`config.mk`:
```
export PLATFORM = sky130hd
export DESIGN_NAME = riscv_dp_div_seq
export DESIGN_NICKNAME = d
export VERILOG_FILES = /design/src/rtl/riscv_dp_div_seq_pkg.sv /design/src/rtl/riscv_dp_div_seq.sv
export SDC_FILE = /design/constraint.sdc
export NUM_CORES = 1
export LEC_CHECK = 0
export CORE_ASPECT_RATIO = 1.4
export CORE_MARGIN = 5
export CORE_UTILIZATION = 48
export CTS_CLUSTER_DIAMETER = 80
export DETAILED_ROUTE_END_ITERATION = 10
export GPL_TIMING_DRIVEN = 0
export PLACE_DENSITY = 0.79
export SETUP_SLACK_MARGIN = 0.15
export SYNTH_ARGS = -nofsm -noshare
export SYNTH_HDL_FRONTEND = slang
export SYNTH_SLANG_ARGS = --single-unit
export TNS_END_PERCENT = 20
```
`constraint.sdc`:
```
create_clock -name iclk -period 2.7 [get_ports iclk]
set_clock_uncertainty 0.05 [all_clocks]
set_input_delay 0.54 -clock iclk [delete_from_list [all_inputs] [get_ports iclk]]
set_output_delay 0.54 -clock iclk [all_outputs]
set_load 0.02 [all_outputs]
```
`src/rtl/riscv_dp_div_seq_pkg.sv`:
```
// Shared constants for the RV32M divide sequencer: op codes, ALU opcode and FSM states.
package riscv_dp_div_seq_pkg;

    localparam logic [1:0] RISCV_DIV_OP_DIV  = 2'b00;
    localparam logic [1:0] RISCV_DIV_OP_DIVU = 2'b01;
    localparam logic [1:0] RISCV_DIV_OP_REM  = 2'b10;
    localparam logic [1:0] RISCV_DIV_OP_REMU = 2'b11;

    localparam logic [3:0] RISCV_ALU_SUB_OP  = 4'b1000;

    typedef enum logic [2:0] {
        S_IDLE  = 3'd0,
        S_CHECK = 3'd1,
        S_ITER  = 3'd2,
        S_FIX_Q = 3'd3,
        S_FIX_R = 3'd4,
        S_DONE  = 3'd5
    } div_state_e;

endpackage

```
`src/rtl/riscv_dp_div_seq.sv`:
```
// Restoring-division sequencer for DIV/DIVU/REM/REMU borrowing the shared ALU one SUB per bit.
// Optional macro RISCV_DIV_EARLY_OUT_EN: skip iterations when |a| < |b|.
module riscv_dp_div_seq
    import riscv_dp_div_seq_pkg::*;
#(
    parameter int MP_DATA_WIDTH = 32
) (
    input  logic                     iclk,
    input  logic                     irst,
    input  logic                     ivalid,
    output logic                     oready,
    input  logic [1:0]               iop,
    input  logic [MP_DATA_WIDTH-1:0] isrc_a,
    input  logic [MP_DATA_WIDTH-1:0] isrc_b,
    output logic                     ovalid,
    input  logic                     iready,
    output logic [MP_DATA_WIDTH-1:0] oresult,
    output logic                     oalu_req,
    input  logic                     ialu_gnt,
    output logic [3:0]               oalu_ctrl,
    output logic [MP_DATA_WIDTH-1:0] oalu_src_a,
    output logic [MP_DATA_WIDTH-1:0] oalu_src_b,
    input  logic [MP_DATA_WIDTH-1:0] ialu_result,
    input  logic                     ialu_carry
);

    localparam int W  = MP_DATA_WIDTH;
    localparam int CW = (W > 1) ? $clog2(W) : 1;
    localparam logic [W-1:0]  ONE     = W'(1);
    localparam logic [W-1:0]  MIN_NEG = {1'b1, {(W-1){1'b0}}};
    localparam logic [CW-1:0] CNT_TOP = CW'(W-1);

    div_state_e    state_q, state_d;
    logic [1:0]    op_q, op_d;
    logic          qneg_q, qneg_d;
    logic          rneg_q, rneg_d;
    logic [W-1:0]  a_q, a_d;
    logic [W-1:0]  b_q, b_d;
    logic [W-1:0]  quo_q, quo_d;
    logic [W-1:0]  rem_q, rem_d;
    logic [CW-1:0] cnt_q, cnt_d;

    logic          is_signed;
    logic          is_quot;
    logic [W-1:0]  abs_a;
    logic [W-1:0]  abs_b;
    logic          shift_msb;
    logic [W-1:0]  rem_sh;

    always_comb begin
        state_d    = state_q;
        op_d       = op_q;
        qneg_d     = qneg_q;
        rneg_d     = rneg_q;
        a_d        = a_q;
        b_d        = b_q;
        quo_d      = quo_q;
        rem_d      = rem_q;
        cnt_d      = cnt_q;
        oalu_req   = 1'b0;
        oalu_src_a = '0;
        oalu_src_b = '0;

        is_signed  = ~op_q[0];
        is_quot    = ~op_q[1];
        abs_a      = (is_signed && a_q[W-1]) ? (~a_q + ONE) : a_q;
        abs_b      = (is_signed && b_q[W-1]) ? (~b_q + ONE) : b_q;
        // shift_msb catches a partial remainder that overflowed W bits (divisor >= 2^(W-1))
        {shift_msb, rem_sh} = {rem_q, a_q[cnt_q]};

        case (state_q)
            S_IDLE: begin
                if (ivalid) begin
                    op_d    = iop;
                    a_d     = isrc_a;
                    b_d     = isrc_b;
                    qneg_d  = isrc_a[W-1] ^ isrc_b[W-1];
                    rneg_d  = isrc_a[W-1];
                    state_d = S_CHECK;
                end
            end
            S_CHECK: begin
                if (b_q == '0) begin
                    quo_d   = '1;
                    rem_d   = a_q;
                    state_d = S_DONE;
                end else if (is_signed && a_q == MIN_NEG && b_q == '1) begin
                    quo_d   = a_q;
                    rem_d   = '0;
                    state_d = S_DONE;
                end
`ifdef RISCV_DIV_EARLY_OUT_EN
                else if (abs_a < abs_b) begin
                    quo_d   = '0;
                    rem_d   = a_q;
                    state_d = S_DONE;
                end
`endif
                else begin
                    a_d     = abs_a;
                    b_d     = abs_b;
                    quo_d   = '0;
                    rem_d   = '0;
                    cnt_d   = CNT_TOP;
                    state_d = S_ITER;
                end
            end
            S_ITER: begin
                oalu_req   = 1'b1;
                oalu_src_a = rem_sh;
                oalu_src_b = b_q;
                if (ialu_gnt) begin
                    if (shift_msb | ialu_carry) begin
                        rem_d        = ialu_result;
                        quo_d[cnt_q] = 1'b1;
                    end else begin
                        rem_d        = rem_sh;
                        quo_d[cnt_q] = 1'b0;
                    end
                    cnt_d = cnt_q - CW'(1);
                    if (cnt_q == '0) begin
                        if (is_signed && is_quot && qneg_q)
                            state_d = S_FIX_Q;
                        else if (is_signed && !is_quot && rneg_q && rem_d != '0)
                            state_d = S_FIX_R;
                        else
                            state_d = S_DONE;
                    end
                end
            end
            S_FIX_Q: begin
                oalu_req   = 1'b1;
                oalu_src_b = quo_q;
                if (ialu_gnt) begin
                    quo_d   = ialu_result;
                    state_d = S_DONE;
                end
            end
            S_FIX_R: begin
                oalu_req   = 1'b1;
                oalu_src_b = rem_q;
                if (ialu_gnt) begin
                    rem_d   = ialu_result;
                    state_d = S_DONE;
                end
            end
            S_DONE: begin
                if (iready)
                    state_d = S_IDLE;
            end
            default: state_d = S_IDLE;
        endcase
    end

    always_ff @(posedge iclk) begin
        if (irst) begin
            state_q <= S_IDLE;
            op_q    <= '0;
            qneg_q  <= 1'b0;
            rneg_q  <= 1'b0;
            a_q     <= '0;
            b_q     <= '0;
            quo_q   <= '0;
            rem_q   <= '0;
            cnt_q   <= '0;
        end else begin
            state_q <= state_d;
            op_q    <= op_d;
            qneg_q  <= qneg_d;
            rneg_q  <= rneg_d;
            a_q     <= a_d;
            b_q     <= b_d;
            quo_q   <= quo_d;
            rem_q   <= rem_d;
            cnt_q   <= cnt_d;
        end
    end

    assign oready    = (state_q == S_IDLE);
    assign ovalid    = (state_q == S_DONE);
    assign oresult   = (state_q == S_DONE) ? (is_quot ? quo_q : rem_q) : '0;
    assign oalu_ctrl = RISCV_ALU_SUB_OP;

endmodule
```
==> flow_summary.json, run 1 <==
{
  "outcome": "complete, but fails checks",
  "violations": "negative setup slack",
  "grt_pass1_vias": 12900,
  "yosysSeqAreaShare_pct": 28.0,
  "synthArstFlopShare_pct": 0,
  "drc": 0,
  "htreeDepth": 4,
  "numPortBuffers": 202,
  "yosysTopAreaCellShare_pct": 28.0,
  "postPlaceCellArea_mm2": 0.0124,
  "fin_crit_ns": 2.99,
  "worst_pin_slew_ns": 1.14,
  "synth.area.top_cells": "dfxtp_1 28%, mux2i_1 7.0%, nor2_1 6.3%",
  "rsz0062_at_grt": "yes",
  "grt_max_degree": 17,
  "wl_mm": 56.0,
  "vias_per_cell": 7.15,
  "cts_hold_buf": 0,
  "antenna_found_initial": 0,
  "cap_violations": 0,
  "grt_usage_pct": 43.0,
  "yosys_warnings": 0,
  "postSynthRegisterBits": 140,
  "drt_iter0_markers": 2095,
  "avgSynthCellArea_um2": 7.28,
  "cts-root-buf": "clkbuf_16",
  "layout_common_cells": "156 x nor2_1, 136 x nand2_1, 127 x dfxtp_1",
  "fp.dieH_um": 181,
  "design_area_mm2": 0.0147,
  "rows": 62,
  "required_ns": 2.96,
  "end_kind": "register",
  "layout_commonest_cell": "nor2_1",
  "final_nets": 1770,
  "finalHoldViolations": 0,
  "place.gp.congestion": 1.07,
  "relSlewSlack_pct": 24.1,
  "cts_tree": "done",
  "die_w_um": 132,
  "clkSinkCount": 140,
  "synth_edf_count": 0,
  "hpwl_mm": 39.6,
  "leakagePower_uw": 0.00530,
  "ios": 207,
  "synthCells": 1375,
  "crit_type": "reg -> reg",
  "grt_overflow": 0,
  "cts_buffer_depth": 2,
  "clkTransAtPathRegs_ns": 0.08,
  "crit_arrival_ns": 3.25,
  "ys_types": 76,
  "drt-wirelength-per-cell_um": 29.0,
  "finalSetupViolCount": 133,
  "clk_latency_ns": 0.46,
  "yosys.area.top_type": "dfxtp_1",
  "drv_slew": 0,
  "grt_pass1_wl_mm": 79.1,
  "syn-cell-area_mm2": 0.0100,
  "start_kind": "register",
  "vias": 13800,
  "critPathMaxFanout": 6,
  "max_freq_mhz": 335,
  "ys.flop_type": "dfxtp_1",
  "fp.coreArea_mm2": 0.0206,
  "final_layout_size_suffix_gt1_share_pct": 27.6,
  "ant_nets": 0,
  "syn_to_final_growth_pct": 46.9,
  "fill_cells": 1655,
  "min_path_type": "reg -> reg",
  "fin_crit_sh_pct": 111,
  "layout_setup_ws_ns": -0.288,
  "drtPass1Iterations": 7,
  "vdd_ir_drop_max_mv": 0.762,
  "numCtsBuffers": 17,
  "hold_ws_ns": 0.444,
  "initial_core_util_pct": 48.7,
  "powerDensity_mw_per_mm2": 1270,
  "dieArea_mm2": 0.0239
}
final timing paths:
path	start	slack (ns)	endpoint	cells after the start
hold reg to reg	rneg_q	0.44	rneg_q	2
setup / recovery	b_q[17]	-0.29	a_q[23]	9
setup reg to reg	b_q[17]	-0.29	a_q[23]	9
hold / removal	rneg_q	0.44	rneg_q	2
where the power goes:
part           switching, uW  internal [uW]
clock                   1160           1320
sequential              1900           2980
combinational           6850           4500
total                   9920           8800
synth_stat cells (6+ instances only):
master    number
buf_4          7
or4_1          7
o31ai_1       14
o21ai_0       72
a21oi_1      114
nor3_1        73
clkbuf_1     104
and2_1        33
a211oi_1      47
nor4_1        26
mux2_2         7
o32ai_1        6
a22oi_1       43
nand3_1       27
buf_2         10
a31oi_1       12
ha_1           8
inv_1         13
nor3b_1        6
or3_1         19
o211ai_1      11
nand2b_1       9
buf_1          8
nor2_1       169
nand4_1       11
dfxtp_1      140
and3_1         6
mux2i_1       70
nand2_1      149
a311oi_1      67
worst max-delay path: stages (launching register included):
cell	delay [ns]
dfxtp_4	0.39
or4_4	0.50
or4_4	0.53
or4_4	0.53
buf_6	0.14
o21ai_4	0.12
o21ai_4	0.17
buf_8	0.21
a21oi_4	0.15
a211oi_2	0.04
per-layer routing:
layer  share of wire (%)  GRT usage [%]
met1                  32           48.2
met4                  11           36.8
met3                  12           10.2
met5                   0              0
met2                  45           67.9
area by class of cell:
cell class,count,area (um2),area share (%)
multi-input cells,1093,7490,51.0
flip-flops and latches,140,2830,19.2
repair buffers,263,2410,16.4
plain buffers,130,1010,6.87
clock buffers,17,425,2.89
well taps,256,320,2.18
clock inverters,15,166,1.13
inverters,13,48.8,0.332
diodes,1,2.50,0.0170
repair_timing:
item | CTS | global route
resized for setup | 615 | 270
setup endpoints to repair | 237 | 229
gates cloned | 4 | 5
pin swaps | 59 | 54
setup buffers | 38 | 14
logic make-up after synthesis:
logic type      count (synthesis)  share of synthesized area (%)
simple gates                  561                           26.6
compound gates                434                           29.4
buf+inv                       144                           5.88
flops                         140                           28.0
mux                            80                           8.47
fa+ha+maj                       8                           1.00
xor+xnor                        6                          0.525
other cells                     2                         0.0751
flip-flops by register name (all words and copies together), names as in the netlist:
register  count
a_q          32
b_q          32
cnt_q         5
op_q          2
qneg_q        1
quo_q        32
rem_q        32
rneg_q        1
state_q       3
through the flow:
step	TNS (ns)	total power, uW	util, %	setup slack (ns)	instances
finish	-23.13	18700	71.5	-0.288	1928
detailed placement	-149.86	13300	60.3	-1.15	1835
floorplan	-0.985	9850	-	-0.0606	1377
CTS	-17.58	16800	66.4	-0.258	1909
global placement	-149.74	13200	60.3	-1.14	1835
global route	-28.96	19300	71.5	-0.327	1927
No activity file was read; power rests on OpenSTA's default activity.
==> run 2: changes to the inputs <==
- HOLD_SLACK_MARGIN: not set -> 0.15
==> results of run 2 <==
No change in the layout: final DEF, timing and power equal those of run 1.
